--- src/rtl/fetch_queue.sv ---
// Instruction-fetch front end: sequential requests to a 1-cycle imem, results
// buffered in a small FIFO for decode; redirects flush and restart, halt freezes.
module fetch_queue #(
  parameter int              XLEN     = 32,
  parameter int              DEPTH    = 4,
  parameter logic [XLEN-1:0] RESET_PC = '0,
  parameter int              ADDR_W   = 17
) (
  input  logic              clk,
  input  logic              rst,
  output logic              imem_req,
  output logic [ADDR_W-1:0] imem_addr,
  input  logic [XLEN-1:0]   imem_rdata,
  input  logic              redirect_valid,
  input  logic [XLEN-1:0]   redirect_pc,
  input  logic              halt,
  output logic              out_valid,
  input  logic              out_ready,
  output logic [XLEN-1:0]   out_pc,
  output logic [XLEN-1:0]   out_instr,
  output logic              out_misalign
);

  localparam int PW = (DEPTH > 1) ? $clog2(DEPTH) : 1;
  localparam int CW = PW + 1;
  localparam int SW = CW + 1;

  logic [XLEN-1:0] fetch_pc_reg;
  logic [XLEN-1:0] tag_pc_reg;
  logic [CW-1:0]   count_reg;
  logic [PW-1:0]   rd_ptr_reg;
  logic [PW-1:0]   wr_ptr_reg;
  logic            inflight_reg;
  logic            stopped_reg;

  logic [XLEN-1:0] pc_mem    [DEPTH];
  logic [XLEN-1:0] instr_mem [DEPTH];
  logic            mis_mem   [DEPTH];

  logic            aligned;
  logic            empty;
  logic            pop;
  logic            push;
  logic            issue;
  logic            req_ok;
  logic [SW-1:0]   credit;
  logic [XLEN-1:0] req_pc;
  logic            wr_en;
  logic [PW-1:0]   wr_idx;
  logic [XLEN-1:0] wr_pc;
  logic [XLEN-1:0] wr_instr;
  logic            wr_mis;

  always_comb begin
    aligned   = (redirect_pc[1:0] == 2'b00);
    empty     = (count_reg == '0);
    out_valid = !empty && !halt && !redirect_valid;
    pop       = out_valid && out_ready;
    // Credit counts the response already in flight so the FIFO can never overflow.
    credit    = {1'b0, count_reg} + SW'(inflight_reg) - SW'(pop);
    req_ok    = (credit < SW'(DEPTH));
    req_pc    = redirect_valid ? redirect_pc : fetch_pc_reg;
    if (redirect_valid) begin
      issue = aligned && !halt;
    end else begin
      issue = req_ok && !halt && !stopped_reg;
    end
    issue     = issue && !rst;
    push      = inflight_reg && !redirect_valid;

    // A misaligned redirect writes a single marker entry into the freshly flushed FIFO.
    wr_en    = redirect_valid ? !aligned : push;
    wr_idx   = redirect_valid ? '0 : wr_ptr_reg;
    wr_pc    = redirect_valid ? redirect_pc : tag_pc_reg;
    wr_instr = redirect_valid ? '0 : imem_rdata;
    wr_mis   = redirect_valid;
  end

  assign imem_req     = issue;
  assign imem_addr    = req_pc[ADDR_W+1:2];
  assign out_pc       = empty ? '0 : pc_mem[rd_ptr_reg];
  assign out_instr    = empty ? '0 : instr_mem[rd_ptr_reg];
  assign out_misalign = empty ? 1'b0 : mis_mem[rd_ptr_reg];

  always_ff @(posedge clk or posedge rst) begin
    if (rst) begin
      fetch_pc_reg <= RESET_PC;
      tag_pc_reg   <= '0;
      count_reg    <= '0;
      rd_ptr_reg   <= '0;
      wr_ptr_reg   <= '0;
      inflight_reg <= 1'b0;
      stopped_reg  <= 1'b0;
    end else begin
      inflight_reg <= issue;
      if (issue) begin
        tag_pc_reg   <= req_pc;
        fetch_pc_reg <= req_pc + XLEN'(4);
      end else if (redirect_valid) begin
        fetch_pc_reg <= redirect_pc;
      end

      if (redirect_valid) begin
        stopped_reg <= !aligned;
        rd_ptr_reg  <= '0;
        wr_ptr_reg  <= aligned ? '0 : PW'(1);
        count_reg   <= aligned ? '0 : CW'(1);
      end else begin
        if (push) wr_ptr_reg <= wr_ptr_reg + PW'(1);
        if (pop)  rd_ptr_reg <= rd_ptr_reg + PW'(1);
        count_reg <= count_reg + CW'(push) - CW'(pop);
      end
    end
  end

  always_ff @(posedge clk) begin
    if (wr_en) begin
      pc_mem[wr_idx]    <= wr_pc;
      instr_mem[wr_idx] <= wr_instr;
      mis_mem[wr_idx]   <= wr_mis;
    end
  end

endmodule

--- config.mk ---
export PLATFORM = sky130hd
export DESIGN_NAME = fetch_queue
export DESIGN_NICKNAME = d
export VERILOG_FILES = /design/src/rtl/fetch_queue.sv
export SDC_FILE = /design/constraint.sdc
export NUM_CORES = 1
export LEC_CHECK = 0
export CORE_ASPECT_RATIO = 0.7
export CORE_MARGIN = 2
export CORE_UTILIZATION = 27
export DETAILED_ROUTE_END_ITERATION = 12
export DONT_BUFFER_PORTS = 1
export GPL_ROUTABILITY_DRIVEN = 0
export SYNTH_ARGS = -nofsm -noshare
export SYNTH_HDL_FRONTEND = slang
export SYNTH_SLANG_ARGS = --single-unit
--- constraint.sdc ---
create_clock -name clk -period 13.9 [get_ports clk]
set_clock_uncertainty 0.2 [all_clocks]
set_input_delay 1.39 -clock clk [delete_from_list [all_inputs] [get_ports clk]]
set_output_delay 1.39 -clock clk [all_outputs]
set_load 0.02 [all_outputs]
==> metrics.txt, run 1 <==
Worst-path clk slew=0.06 ns; FFs w/ async S/R, synth=21.9%; DP Worst Slack=7.72 ns; P_leak=5.42 nW; Synth Flop Type=edfxtp_1; worst-skew pair later-pin latency=0.53 ns; Synth area leaders=edfxtp_1 (55%), dfrtp_1 (13%), mux4_2 (10%); Max Fclk=163 MHz; drt first-iter violations=373; Hold Fails Final Rpt=0; Setup-failing EPs final=0; DRC=0; via count=7295; total wire length=33700 um; Max-slew headroom=24.3%; Die W=279 um; pin count of the biggest net entering global routing=156; first drt pass iteration count=4; PnR worst setup slack=7.76 ns; postcts setup bufs=0; EDFF count, synth=260; YS warnings=0; vias in the first global route=7593; CP bufs+invs=3; initial antenna violation count=1; DP HPWL=20700 um; biggest regs=instr_mem: 128 flops, pc_mem: 128 flops; CTS tree=built; Post-Syn Area=14200 um2; Area Growth Syn to Fin=13.1%; Vias per Instance=4.55; Tmin final=6.14 ns; die footprint=54600 um2; Least-Margin Pin Slew=1.14 ns; slowest CP cell=inv_1; max-slew violations=0; # nets final=965; Post-DRT Antenna Nets=0; layout cell share with drive strength beyond 1=18.8%; Starting Density=27.3%; Synth top area share=54.8%; Final Cycle Share=44.2%; CP cell instances=nor3b_1 -> nor2b_1 -> ha_1 -> inv_1 -> ha_1 -> and3b_1 -> or4_4 -> a211oi_1 -> o21ai_4 -> buf_4 -> inv_1; Max-Cap Viols=0; Clk Tree Root Cell=clkbuf_16; syn nets=978; Chip Height=196 um; Longest Clk Path Bufs=3; outcome=finished, final reports clean; post-synthesis area per instance=15.8 um2; top cell type by total area after synthesis=edfxtp_1; Pwr per Cell Area=155 nW/um2; Worst Path Required=12.31 ns; global-route wire length before repair=50000 um; Yosys reg bits=333; Ports=153; Synth cell types=47; critical path data arrival time=4.55 ns; CP max FO=60; cts hold-fix bufs=0; area of the core=52200 um2; number of buffers added on ports=0; Worst Hold Class=reg2reg; Global Route Usage Sum=12.3%; Syn Inst Count=902; CP Launch Type=primary input; Crit Path Class=in2out; post-CTS resize count=0; gr ovfl total=0; Seq/Total Area, Yosys=67.7%; DR WL/cell=21.0 um; Worst path top cell family by delay=simple AND/OR/NAND/NOR gates; CP peak stage delay=0.64 ns; total CTS buffers=36; H-tree depth=2; VDD IR max=0.0667 mV; CP Capture Type=output pin; Core Rows=70; clk sink count=333; TNS Setup=0 ns; RSZ-0062 raised after global routing=no
logic make-up (layout without fill, tap and decap cells):
kind of cell             count (synthesis)  in the layout  synth area share, %
AO/OA/AOI/OAI                           75             75                 3.00
XOR/XNOR                                33             33                 2.03
adder cells (fa/ha/maj)                  7              7                0.668
buffers and inverters                   99            114                 3.24
flip-flops                             333            333                 67.7
multiplexers                           112            112                 13.8
other                                    0              1                    0
AND/OR/NAND/NOR                        243            243                 9.61
final cells by class:
type | count | area, um2
Antenna cell | 1 | 2.50
Clock buffer | 42 | 945
Clock inverter | 24 | 239
Fill cell | 5181 | 36100
Inverter | 35 | 131
Multi-Input combinational cell | 470 | 4190
Sequential cell | 333 | 9640
Tap cell | 684 | 856
Timing Repair Buffer | 13 | 97.6
placed cells by master (no fill, tap or decap), types with 13 or more instances in the layout:
cell type,count
dfrtp_1,71
mux4_2,65
o21ai_0,50
mux2_2,25
nor2_1,16
buf_4,13
mux2i_1,22
nand3_1,13
clkbuf_16,37
inv_1,34
nand2_1,61
edfxtp_1,260
xnor2_1,22
nor2b_1,103
synthesized netlist by cell type (2+ instances only):
cell and count:
a21boi_0 3, a21oi_1 7, a221oi_1 2, a22oi_1 3, a32o_1 2, a32oi_1 2, and2_1 2, and3b_1 2
and4b_2 2, buf_1 4, buf_2 9, buf_4 17, buf_6 2, clkbuf_1 32, dfrtp_1 73, edfxtp_1 260
ha_1 6, inv_1 35, mux2_2 25, mux2i_1 22, mux4_2 65, nand2_1 61, nand2b_1 6, nand3_1 13
nand3b_1 6, nand4_1 6, nand4b_1 3, nor2_1 16, nor2b_1 103, nor3_1 5, nor3b_1 6, nor4_1 6
o21a_1 2, o21ai_0 50, xnor2_1 22, xor2_1 11
through the flow:
step	area (um2)	total power [mW]	utilization, %	hold slack (ns)	cells
floorplan	14200	1.49	-	0.246	902
global placement	14900	1.55	28.6	0.262	1535
detailed placement	14900	1.56	28.6	0.268	1535
CTS	16100	2.54	30.8	0.281	1601
global route	16100	2.61	30.8	0.300	1601
finish	16100	2.49	30.8	0.277	1602
worst reg2reg max path: stages, from the launching register on:
cell and delay (ns):
dfrtp_1 0.41, nor3_2 0.07, nor3b_1 0.38, nor2b_1 0.24
ha_1 0.17, inv_1 0.04, ha_1 0.25, and3b_1 0.17
or4_4 0.48, a211oi_1 0.37, o21ai_4 0.07, buf_4 0.31
inv_1 0.65, nand4_1 0.22, xnor2_1 0.17
final timing paths:
path	from	to	slack, ns	depth (start not counted)
worst max register to register	count_reg[2]$_DFF_PP0_	fetch_pc_reg[8]$_DFF_PP0_	9.55	14
min in group asynchronous	rst	count_reg[0]$_DFF_PP0_	0.82	2
worst max-delay path	halt	imem_req	7.76	11
worst min-delay path	tag_pc_reg[28]$_DFFE_PP0P_	tag_pc_reg[28]$_DFFE_PP0P_	0.28	2
max in group asynchronous	rst	rd_ptr_reg[1]$_DFFE_PP0P_	11.93	2
worst min register to register	tag_pc_reg[28]$_DFFE_PP0P_	tag_pc_reg[28]$_DFFE_PP0P_	0.28	2
power breakdown:
group	internal, mW	total (mW)	switching [mW]
Combinational	0.116	0.336	0.220
Clock	0.566	0.963	0.397
Sequential	1.16	1.19	0.0343
Total	1.84	2.49	0.652
metal layers:
metal,GRT usage [%],part of all wire [%],up-vias
met5,0.0884,0,-
met1,16.5,45,3769
met4,2.71,1.8,0
met3,4.75,8.0,55
li1,-,-,3315
met2,18.9,45,156
Note: power is estimated with default switching activity, not from simulation.
==> run 2, diff against run 1 <==
==> constraint.sdc (replaced) <==
create_clock -name clk -period 5.5 [get_ports clk]
set_clock_uncertainty 0.2 [all_clocks]
set_input_delay 0.55 -clock clk [delete_from_list [all_inputs] [get_ports clk]]
set_output_delay 0.55 -clock clk [all_outputs]
set_load 0.02 [all_outputs]
==> metrics.txt, run 2 (synthesis gave the netlist of run 1 again) <==
total wire length=33600 um; initial antenna violation count=2; DP HPWL=20900 um; Vias per Instance=4.53; Starting Density=27.3%; Max Fclk=208 MHz; CTS tree=built; Worst path top cell family by delay=simple AND/OR/NAND/NOR gates; Max-Cap Viols=0; CP bufs+invs=3; Setup-failing EPs final=0; hold path depth=2; outcome=finished, final reports clean; Clk Tree Root Cell=clkbuf_16; CP cell instances=nor3_2 -> nor3b_1 -> nor2b_1 -> ha_1 -> inv_1 -> ha_1 -> and3b_1 -> or4_4 -> a211oi_1 -> o21ai_4 -> buf_4 -> inv_1; CP max FO=60; P_leak=5.43 nW; DRC=0; biggest regs=instr_mem: 128 flops, pc_mem: 128 flops; Crit Path Class=reg2out; drt first-iter violations=476; Longest Clk Path Bufs=3; DP Worst Slack=1.16 ns; area of the core=52200 um2; CP Capture Type=output pin; vias in the first global route=7618; most frequent cells in the layout=edfxtp_1 (260), nor2b_1 (103), dfrtp_1 (71); Area Growth Syn to Fin=13.2%; worst-skew pair later-pin latency=0.53 ns; PnR worst setup slack=0.702 ns; global-route wire length before repair=50200 um; RSZ-0062 raised after global routing=no; gr ovfl total=0; layout cell share with drive strength beyond 1=18.2%; Worst Path Required=4.75 ns; critical path data arrival time=4.05 ns; CP peak stage delay=0.51 ns; Reg2Reg Depth=14; Ports=153; Die W=279 um; die footprint=54600 um2; FILL cells=5102; VDD IR max=0.189 mV; Final Cycle Share=87.2%; TNS Setup=0 ns; total CTS buffers=36; via count=7284; WP depth=12; clk sink count=333; Chip Height=196 um; # nets final=972; Worst Hold Class=in2reg; max-slew violations=0; Post-DRT Antenna Nets=0; H-tree depth=2; DR WL/cell=20.9 um; commonest non-fill, non-tap cell in the layout=edfxtp_1; number of buffers added on ports=0; Pwr per Cell Area=385 nW/um2; slowest CP cell=inv_1; pin count of the biggest net entering global routing=146; first drt pass iteration count=5; CP Launch Type=flip-flop; Max-slew headroom=36.6%; Global Route Usage Sum=12.3%; postcts setup bufs=0; Core Rows=70; power consumption=6.20 mW; Worst-path clk slew=0.06 ns; Least-Margin Pin Slew=0.951 ns; R2R setup slack=1.31 ns; Hold Fails Final Rpt=0; Tmin final=4.80 ns
[run 2: changes by cell type in the layout (fill, tap and decap cells not counted), moves of 2 or more]
cell | before | now
bufinv_16 | 4 | 2
clkbuf_1 | 5 | 10
clkbuf_8 | 0 | 2
clkinv_1 | 6 | 4
clkinv_8 | 0 | 3
clkinvlp_4 | 3 | 1
dlygate4sd3_1 | 0 | 6
inv_6 | 3 | 0
[run 2: area by class of cell]
cell class                      instances  area, um2  area share (%)
Sequential cell                       333       9640            59.8
Clock inverter                         16        165            1.02
Inverter                               35        131           0.815
Tap cell                              684        856            5.31
Multi-Input combinational cell        470       4190            26.0
Antenna cell                            1       2.50          0.0155
Timing Repair Buffer                   20        165            1.02
Clock buffer                           48        966            5.99
[run 2: through the flow]
step	cells	instance area, um2	hold slack [ns]	utilization (%)
finish	1607	16100	0.0198	30.9
global route	1606	16100	0.00425	30.9
CTS	1606	16100	0.000578	30.9
detailed placement	1536	14900	0.0948	28.6
global placement	1536	14900	0.0909	28.6
floorplan	902	14200	0.246	-
[run 2: final timing paths]
| kind | end | startpoint |
|---|---|---|
| setup / recovery | imem_req | count_reg[2]$_DFF_PP0_ |
| hold / removal | stopped_reg$_DFFE_PP0P_ | redirect_pc[0] |
| setup reg to reg | fetch_pc_reg[8]$_DFF_PP0_ | count_reg[2]$_DFF_PP0_ |
| hold reg to reg | tag_pc_reg[31]$_DFFE_PP0P_ | tag_pc_reg[31]$_DFFE_PP0P_ |
| max in group asynchronous | tag_pc_reg[25]$_DFFE_PP0P_ | rst |
| min in group asynchronous | rd_ptr_reg[0]$_DFFE_PP0P_ | rst |
[run 2: power by group]
| part | total [mW] | switching (mW) | internal (mW) |
|---|---|---|---|
| sequential | 3.02 | 0.0956 | 2.92 |
| combinational | 0.851 | 0.554 | 0.297 |
| clock | 2.33 | 0.992 | 1.34 |
[run 2: worst register-to-register path: stages, from the launching register on]
cell and delay [ns]:
dfrtp_1 0.40, nor3_2 0.07, nor3b_1 0.35, nor2b_1 0.27, ha_1 0.18, inv_1 0.04, ha_1 0.26, and3b_1 0.18
or4_4 0.49, a211oi_1 0.36, o21ai_4 0.07, buf_4 0.32, inv_1 0.52, nand4_1 0.20, xnor2_1 0.16
[run 2: timing repair]
item | 4_1_cts | 5_1_grt
resized for setup | 0 | 0
hold buffers | 6 | 0
hold endpoints to repair | 15 | 0
setup endpoints to repair | 0 | 0
[run 2: metal layers]
layer,vias to the layer above,global-route usage [%],routed length (um)
met4,2,2.51,542
met2,176,18.2,14500
met3,44,5.54,3520
met1,3734,16.6,15000
li1,3328,-,-
met5,-,0,13
